--- src/rtl/collision_detector.sv ---
// rtl/collision_detector.sv - snapshot-based shot/asteroid/ship collision scanner
module collision_detector #(
  parameter int ENTITY_SIZE   = 34,
  parameter int MAX_SHOTS     = 3,
  parameter int MAX_ASTEROIDS = 4,
  parameter int SHOT_SIZE     = 2,
  parameter int ASTEROID_SIZE = 16,
  parameter int SHIP_SIZE     = 8
) (
  input  logic                                clk,
  input  logic                                reset_n,
  input  logic                                start,
  input  logic [ENTITY_SIZE-1:0]              ship,
  input  logic [MAX_SHOTS*ENTITY_SIZE-1:0]    shots,
  input  logic [MAX_ASTEROIDS*ENTITY_SIZE-1:0] asteroids,
  input  logic                                ack,
  output logic                                delete_shot,
  output logic [1:0]                          shot_address,
  output logic                                delete_asteroid,
  output logic [1:0]                          asteroid_address,
  output logic                                ship_hit,
  output logic                                busy,
  output logic                                done,
  output logic [7:0]                          hit_count
);

  // Shot index runs one past the last shot; that value selects the ship phase.
  localparam int SW = $clog2(MAX_SHOTS + 1);
  localparam int AW = (MAX_ASTEROIDS > 1) ? $clog2(MAX_ASTEROIDS) : 1;

  typedef enum logic [2:0] {IDLE, LATCH, CHECK, REPORT, DONE} state_e;

  typedef struct packed {
    logic       act;
    logic [9:0] y;
    logic [9:0] x;
  } ent_t;

  state_e          state_q, state_d;
  ent_t            ship_q;
  ent_t            shot_q [MAX_SHOTS];
  ent_t            ast_q  [MAX_ASTEROIDS];
  logic [SW-1:0]   sidx_q, sidx_d;
  logic [AW-1:0]   aidx_q, aidx_d;
  logic            del_q, del_d;
  logic [1:0]      shot_addr_q, shot_addr_d;
  logic [1:0]      ast_addr_q, ast_addr_d;
  logic            ship_hit_q, ship_hit_d;
  logic            busy_q;
  logic            done_q, done_d;
  logic [7:0]      count_q, count_d;
  logic            latch_en, clear_en;
  logic            ship_phase, last_ast, pair_hit;
  logic [SW-1:0]   adv_sidx;
  logic [AW-1:0]   adv_aidx;
  ent_t            cur_a, cur_b;
  logic            unused_fields;

  function automatic ent_t decode(input logic [ENTITY_SIZE-1:0] rec);
    ent_t e;
    e.act = rec[33];
    e.y   = rec[25:16];
    e.x   = rec[15:6];
    return e;
  endfunction

  // Box overlap at 11 bits so x+size never wraps.
  function automatic logic overlap(input ent_t a, input int sa, input ent_t b, input int sb);
    logic [10:0] xa, ya, xb, yb;
    xa = {1'b0, a.x};
    ya = {1'b0, a.y};
    xb = {1'b0, b.x};
    yb = {1'b0, b.y};
    return a.act && b.act &&
           (xa < xb + 11'(sb)) && (xb < xa + 11'(sa)) &&
           (ya < yb + 11'(sb)) && (yb < ya + 11'(sa));
  endfunction

  // Direction and spare bits of each record play no part in collisions.
  always_comb begin
    unused_fields = ^{ship[32:26], ship[5:0]};
    for (int i = 0; i < MAX_SHOTS; i++)
      unused_fields = unused_fields ^ (^{shots[i*ENTITY_SIZE+26 +: 7], shots[i*ENTITY_SIZE +: 6]});
    for (int i = 0; i < MAX_ASTEROIDS; i++)
      unused_fields = unused_fields ^ (^{asteroids[i*ENTITY_SIZE+26 +: 7], asteroids[i*ENTITY_SIZE +: 6]});
  end

  // Select the current pair from the snapshot and test it.
  always_comb begin
    ship_phase = (sidx_q == SW'(MAX_SHOTS));
    last_ast   = (aidx_q == AW'(MAX_ASTEROIDS - 1));
    cur_b      = ast_q[aidx_q];
    cur_a      = ship_phase ? ship_q : shot_q[sidx_q];
    pair_hit   = overlap(cur_a, ship_phase ? SHIP_SIZE : SHOT_SIZE, cur_b, ASTEROID_SIZE);
    adv_aidx   = last_ast ? '0 : aidx_q + AW'(1);
    adv_sidx   = last_ast ? sidx_q + SW'(1) : sidx_q;
  end

  // Next-state and registered-output decode.
  always_comb begin
    state_d     = state_q;
    sidx_d      = sidx_q;
    aidx_d      = aidx_q;
    del_d       = 1'b0;
    shot_addr_d = shot_addr_q;
    ast_addr_d  = ast_addr_q;
    ship_hit_d  = 1'b0;
    done_d      = 1'b0;
    count_d     = count_q;
    latch_en    = 1'b0;
    clear_en    = 1'b0;
    unique case (state_q)
      IDLE: if (start) state_d = LATCH;
      LATCH: begin
        latch_en = 1'b1;
        sidx_d   = '0;
        aidx_d   = '0;
        state_d  = CHECK;
      end
      CHECK: begin
        if (ship_phase) begin
          if (pair_hit || last_ast) begin
            ship_hit_d = pair_hit;
            done_d     = 1'b1;
            state_d    = DONE;
          end else begin
            aidx_d = adv_aidx;
          end
        end else if (pair_hit) begin
          del_d       = 1'b1;
          shot_addr_d = 2'(sidx_q);
          ast_addr_d  = 2'(aidx_q);
          state_d     = REPORT;
        end else begin
          aidx_d = adv_aidx;
          sidx_d = adv_sidx;
        end
      end
      REPORT: begin
        del_d = 1'b1;
        if (ack) begin
          del_d    = 1'b0;
          clear_en = 1'b1;
          count_d  = (count_q == 8'hFF) ? 8'hFF : count_q + 8'd1;
          aidx_d   = adv_aidx;
          sidx_d   = adv_sidx;
          state_d  = CHECK;
        end
      end
      DONE:    state_d = IDLE;
      default: state_d = IDLE;
    endcase
  end

  // State register.
  always_ff @(posedge clk or negedge reset_n) begin
    if (!reset_n) state_q <= IDLE;
    else          state_q <= state_d;
  end

  // Pair index, counters and registered outputs.
  always_ff @(posedge clk or negedge reset_n) begin
    if (!reset_n) begin
      sidx_q      <= '0;
      aidx_q      <= '0;
      del_q       <= 1'b0;
      shot_addr_q <= '0;
      ast_addr_q  <= '0;
      ship_hit_q  <= 1'b0;
      busy_q      <= 1'b0;
      done_q      <= 1'b0;
      count_q     <= '0;
    end else begin
      sidx_q      <= sidx_d;
      aidx_q      <= aidx_d;
      del_q       <= del_d;
      shot_addr_q <= shot_addr_d;
      ast_addr_q  <= ast_addr_d;
      ship_hit_q  <= ship_hit_d;
      busy_q      <= (state_d != IDLE);
      done_q      <= done_d;
      count_q     <= count_d;
    end
  end

  // Snapshot: loaded in LATCH, consumed entities lose their active bit on ack.
  always_ff @(posedge clk or negedge reset_n) begin
    if (!reset_n) begin
      ship_q <= '0;
      for (int i = 0; i < MAX_SHOTS; i++)     shot_q[i] <= '0;
      for (int i = 0; i < MAX_ASTEROIDS; i++) ast_q[i]  <= '0;
    end else if (latch_en) begin
      ship_q <= decode(ship);
      for (int i = 0; i < MAX_SHOTS; i++)     shot_q[i] <= decode(shots[i*ENTITY_SIZE +: ENTITY_SIZE]);
      for (int i = 0; i < MAX_ASTEROIDS; i++) ast_q[i]  <= decode(asteroids[i*ENTITY_SIZE +: ENTITY_SIZE]);
    end else if (clear_en) begin
      shot_q[sidx_q].act <= 1'b0;
      ast_q[aidx_q].act  <= 1'b0;
    end
  end

  assign delete_shot      = del_q;
  assign delete_asteroid  = del_q;
  assign shot_address     = shot_addr_q;
  assign asteroid_address = ast_addr_q;
  assign ship_hit         = ship_hit_q;
  assign busy             = busy_q;
  assign done             = done_q;
  assign hit_count        = count_q;

endmodule

--- config.mk ---
export PLATFORM = sky130hd
export DESIGN_NAME = collision_detector
export DESIGN_NICKNAME = d
export VERILOG_FILES = /design/src/rtl/collision_detector.sv
export SDC_FILE = /design/constraint.sdc
export NUM_CORES = 1
export LEC_CHECK = 0
export CORE_ASPECT_RATIO = 1.5
export CORE_MARGIN = 10
export CORE_UTILIZATION = 50
export CTS_BUF_LIST = sky130_fd_sc_hd__clkbuf_16
export DETAILED_ROUTE_END_ITERATION = 10
export PLACE_DENSITY = 0.84
export SLEW_MARGIN = 20
export SYNTH_ARGS = -nofsm -noshare
export SYNTH_HDL_FRONTEND = slang
export SYNTH_SLANG_ARGS = --single-unit
--- constraint.sdc ---
create_clock -name clk -period 14.43 [get_ports clk]
set_clock_uncertainty 0.05 [all_clocks]
set_input_delay 2.886 -clock clk [delete_from_list [all_inputs] [get_ports clk]]
set_output_delay 2.886 -clock clk [all_outputs]
set_load 0.02 [all_outputs]
# [Word level (Yosys, flattened, before mapping)]
# Cells that the tools add are included.
[totals] ff_bits=191 latch_bits=0 ramBits=0 mem_bits_ro=0 output_inout_bits=17 word_cells=128 n_memories=0
[classes] n_addsub=7 multipliers=0 n_div=0 n_lt_le_gt_ge=8 n_eq_ne=11 n_shift=0 mux=49 bitwise=3 reduce_logical=16
[ops] op="$mux W84" count=2
[ops] op="$mux W21" count=7
[ops] op="$mux W63" count=2
[ops] op="$bmux W21 S2" count=2
[ops] op="$bwmux W84" count=1
[ops] op="$demux W21 S2" count=2
[ops] op="$bwmux W63" count=1
[ops] op="$lt A10 B11 Y1" count=4
[ops] op="$add A10 B4 Y11" count=2
[ops] op="$add A10 B5 Y11 const B" count=2
[ops] op="$mux W2" count=9
[ops] op="$mux W3" count=5
[ops] op="$mux W1" count=12
[ops] op="$pmux W2 S3" count=2
[ops] op="$pmux W3 S4" count=1
[ops] op="$add A8 B1 Y8 const B" count=1
[ops] op="$eq A8 B8 Y1 const B" count=1
[ops] op="$mux W8" count=1
[ops] op="$reduce_and A4 Y1" count=2
[ops] op="$logic_and A1 B1 Y1" count=7
[ops] op="$eq A3 B2 Y1 const B" count=2
[ops] op="$ge A3 B3 Y1 const B" count=2
[ops] op="$lt A3 B1 Y1 const B" count=2
[ops] op="$ne A2 B2 Y1 const B" count=3
[ops] op="other kinds (14)" count=19

# [Longest topological paths before layout]
[logic_depth] depth_word=15 depth_mapped=24 depth_no_buf=20

# [Worst setup path before layout]
# OpenSTA, ideal clock, no wires.
[synth_timing] path_type="register to register" start="register sidx_q[1]" end="register ast_addr_q[0], in the netlist asteroid_address[0]" t_arrival_ps=4606 setup_slack_ps=9649 path_stages_with_launch=24 n_path_buf=4 synth_period_minus_slack_ps=4781 cell_sequence="dfrtp_1 > ha_1 > buf_2 > buf_2 > buf_2 > clkbuf_1 > a221oi_1 > a21oi_1 > ha_1 > ha_1 > nand2_1 > a21oi_1 > and3_1 > nand3_1 > xor2_1 > ha_1 > nor4_1 > o21ai_0 > o31ai_1 > o311ai_0 > o221ai_2 > nand3_2 > nor4_4 > mux2_2"
[synth_between] elab_chain_len=11 word_cells_on_any_way=20 cone_classes="add/sub: 2; order compare: 4; eq/ne: 1; mux: 5; bitwise: 2; reduce/logical: 6"
[synth_lines] element="start, declared" line_no="43" text="logic [SW-1:0] sidx_q, sidx_d;"
[synth_lines] element="start signal, assigned" line_no="174" text="sidx_q <= sidx_d;"
[synth_lines] element="$not A2 Y3 (not written as such)" line_no="93" text="cur_a = ship_phase ? ship_q : shot_q[sidx_q];"
[synth_lines] element="$bmux W21 S2" line_no="93"
[synth_lines] element="$mux W21 (not written as such) (2 in a row)" line_no="93"
[synth_lines] element="$mux W21" line_no="93"
[synth_lines] element="$add A10 B4 Y11 (tied with other cells)" line_no="75" text="(xa < xb + 11'(sb)) && (xb < xa + 11'(sa)) &&"
[synth_lines] element="$lt A10 B11 Y1 or $logic_and A1 B1 Y1 (tied branches)" line_no="75, 74"
[synth_lines] element="$logic_and A1 B1 Y1 (2 in a row)" line_no="75"
[synth_lines] element="$logic_and A1 B1 Y1" line_no="76" text="(ya < yb + 11'(sb)) && (yb < ya + 11'(sa));"
[synth_lines] element="$reduce_and A3 Y1 (no source line) (*)"
[synth_lines] element="end signal, assigned" line_no="178" text="ast_addr_q <= ast_addr_d;"
[synth_lines] element="end, declared" line_no="47" text="logic [1:0] ast_addr_q, ast_addr_d;"
# Mark *: on every way between the ends. The rest lies on a longest branch, timed or not. The select of a mux whose other input is x is not followed.
# A chain may end at the register's enable or synchronous reset.

# [Final worst setup path]
[layout_timing] start="register sidx_q[0]" end="register ast_addr_q[0], in the netlist asteroid_address[0]"
# Same word-level chain as after synthesis.

==> impl_metrics.csv <==
group,metric,value,unit
status,status,"completed",
worst_setup_path,arrival,5820,ps
sta,post-route-min-period,5550,ps
yosys,synth_ff_type,"dfrtp_1",
route,routed.top_layer,"met4",
yosys,synth_edf_count,0,
grt,grt_max_degree,117,
floorplan,std_cell_rows,63,
finish,fin_nets,1302,
power,powerDensity,235,nW/um^2
cts,cts_resized,0,
route,met1_length,10000,um
worst_setup_path,crit_fanout,23,
power,p_clk_share,15.8,%
worst_setup_path,critPathKind,"reg -> reg",
cts,post_cts_buffers,0,
yosys,yosysTopAreaCell,"dfrtp_1",
min_path,hp-start,"ast_q[23]",
yosys,netlist_area,9980,um^2
worst_setup_path,end_kind,"flop",
sta,slew_headroom,33.9,%
power,p_seq_share,31.8,%
yosys,synth_nets,1129,
yosys,synthTopCellsByCount,"191 x dfrtp_1, 172 x mux2_2, 63 x nand2_1",
yosys,ys_seq_area_share,47.9,%
route,wl,24700,um
yosys,yosysWarnings,0,
grt,grt_util_all_layers,19.1,%
worst_setup_path,timing.rr.start,"sidx_q[0]",
yosys,synth_cell_types,59,
sta,worst_pin_slew,988,ps
grt,grt_pass1_vias,7545,
yosys,syn_inst,801,
worst_setup_path,start_kind,"flop",
floorplan,coreArea,19700,um^2
finish,antennaDiodeCount,0,
floorplan,die_x,135,um
finish,syn_to_final_growth,26.7,%
placement,place.port_buffers,188,
yosys,ys_top_cells_by_area,"dfrtp_1 48%, mux2_2 19%, ha_1 6.5%, mux4_2 4.7%, nand2_1 2.4%",
cts,clock_sinks,191,
cts,htreeDepth,4,
grt,grt_overflow,0,
route,vias,7044,
yosys,async_reset_ff_share,100,%
sta,tns,0,ps
floorplan,num_io_pins,293,
sta,finalHoldViolations,0,
floorplan,die_h,193,um
power,total_power,0.00298,W
power,ir_drop,0.105,mV
grt,grt_pass1_wl,39600,um
sta,fmax,180,MHz
cts,cts_tree,"yes",
cts,numCtsBuffers,17,
sta,setup_viol,0,
cts,root_buffer,"clkbuf_16",
power,comb_power_share,52.4,%
finish,fillers,1518,
worst_setup_path,startpoint,"sidx_q[0]",
yosys,synth.most_common_cell,"dfrtp_1",
power,leakage,5.23,nW
route,drcViolationCount,0,
route,wl_per_cell,19.8,um
route,first_pass_iters,4,
min_path,hold_path_class,"reg -> reg",
run,maxCapViolCount,0,
power,p_switching,0.00115,W
cts,insertion_delay,440,ps
finish,layout-drive-gt1-share,24.6,%
route,ant_nets,0,
worst_setup_path,worstPathRequired,14690,ps
cts,cts_buffer_depth,2,
sta,rsz0062_at_grt,"no",
yosys,yosys.area.top_type_share,47.9,%
cts,cts_hold_buf,0,
route,vias_per_cell,5.65,
route,drtIter0Drc,448,
yosys,avgSynthCellArea,12.5,um^2
power,internal_power,0.00182,W
sta,slew_viol_final,0,
sta,finalCritPeriodShare,38.5,%
placement,dp_hpwl,18600,um
cts,path_clk_slew,70,ps
route,wl_met3,1140,um
floorplan,start_util,50.7,%
yosys,ys_seq_elements,191,
grt,grt_antenna_before_repair,0,
power,switching_share,38.8,%
route,wl_met2,13000,um
placement,gp_congestion,0.849,
floorplan,dieArea,26100,um^2
critical path: stages (launching register included):
cell and delay [ps]:
dfrtp_1 820, nor2b_4 500, a221oi_1 170, a21oi_1 410
ha_1 280, ha_1 200, nand2_1 60, a21oi_1 240
and3_1 250, nand3_1 100, xor2_1 180, ha_1 240
nor4_1 250, o21ai_0 120, o31ai_1 80, o311ai_0 220
o221ai_2 150, nand3_2 180, nor4_4 530, mux2_2 400
cells in the final DEF (no fill, tap or decap), drive strengths merged, types with 8 or more instances in the layout:
cell	Yosys	layout
nor2	19	19
clkbuf	26	18
mux4	21	21
nand3	16	16
dfrtp	191	191
a21oi	24	24
clkdlybuf4s50	0	187
xnor2	12	12
ha	52	52
o21ai	31	31
mux2i	13	13
buf	16	8
mux2	172	172
xor2	13	13
inv	30	37
a221o	9	9
nand2	63	63
kinds of logic after synthesis:
logic type / count (synthesis) / share of synthesized area, %
compound gates: 110 / 7.51
buf+inv: 72 / 3.11
xor+xnor: 25 / 2.19
mux: 206 / 25.4
fa+ha+maj: 52 / 6.52
flops: 191 / 47.9
simple gates: 145 / 7.35
path summary, 6_finish.rpt:
path                                             to  slack [ps]  cells after the start
worst max-delay path            asteroid_address[0]        8880                     19
worst min-delay path                      ast_q[23]         450                      1
worst max register to register  asteroid_address[0]        8880                     19
worst min register to register            ast_q[23]         450                      1
max in group asynchronous                shot_q[38]       10300                      2
min in group asynchronous                 ast_q[39]        2520                      1
flip-flops by register name, indices dropped and copies added, names as in the netlist:
| register | cells |
|---|---|
| done | 1 |
| asteroid_address | 2 |
| ship_q | 21 |
| sidx_q | 2 |
| ship_hit | 1 |
| ast_q | 84 |
| shot_address | 2 |
| delete_asteroid | 1 |
| hit_count | 8 |
| aidx_q | 2 |
| busy | 1 |
| state_q | 3 |
| shot_q | 63 |
layout make-up:
type / count / area [um^2] / share of cell area (%)
inverters: 30 / 113 / 0.891
well taps: 260 / 325 / 2.57
multi-input cells: 538 / 4900 / 38.7
flip-flops and latches: 191 / 4780 / 37.8
clock inverters: 15 / 159 / 1.26
clock buffers: 17 / 425 / 3.36
repair buffers: 196 / 1950 / 15.4
layer usage:
layer,up-vias,global-route usage [%]
li1,3275,-
met1,3560,22.3
met2,180,33.7
met3,29,4.56
met4,0,5.90
met5,-,0
power groups by stage:
stage               clock [W]  sequential, W  combinational, W
detailed placement          0       0.000955           0.00155
floorplan                   0       0.000911           0.00116
finish               0.000471       0.000947           0.00156
CTS                  0.000481       0.000947           0.00157
global route         0.000503       0.000981           0.00174
global placement            0       0.000938           0.00150
stage by stage:
step	hold slack (ps)	area (um^2)	std cells	utilization, %	setup slack [ps]
floorplan	422	9980	801	-	9650
global placement	433	12100	1215	61.2	8920
detailed placement	439	12100	1215	61.2	8860
CTS	455	12600	1247	64.2	8850
global route	466	12600	1247	64.2	8510
finish	454	12600	1247	64.2	8880
Note: power is estimated with default switching activity, not from simulation.
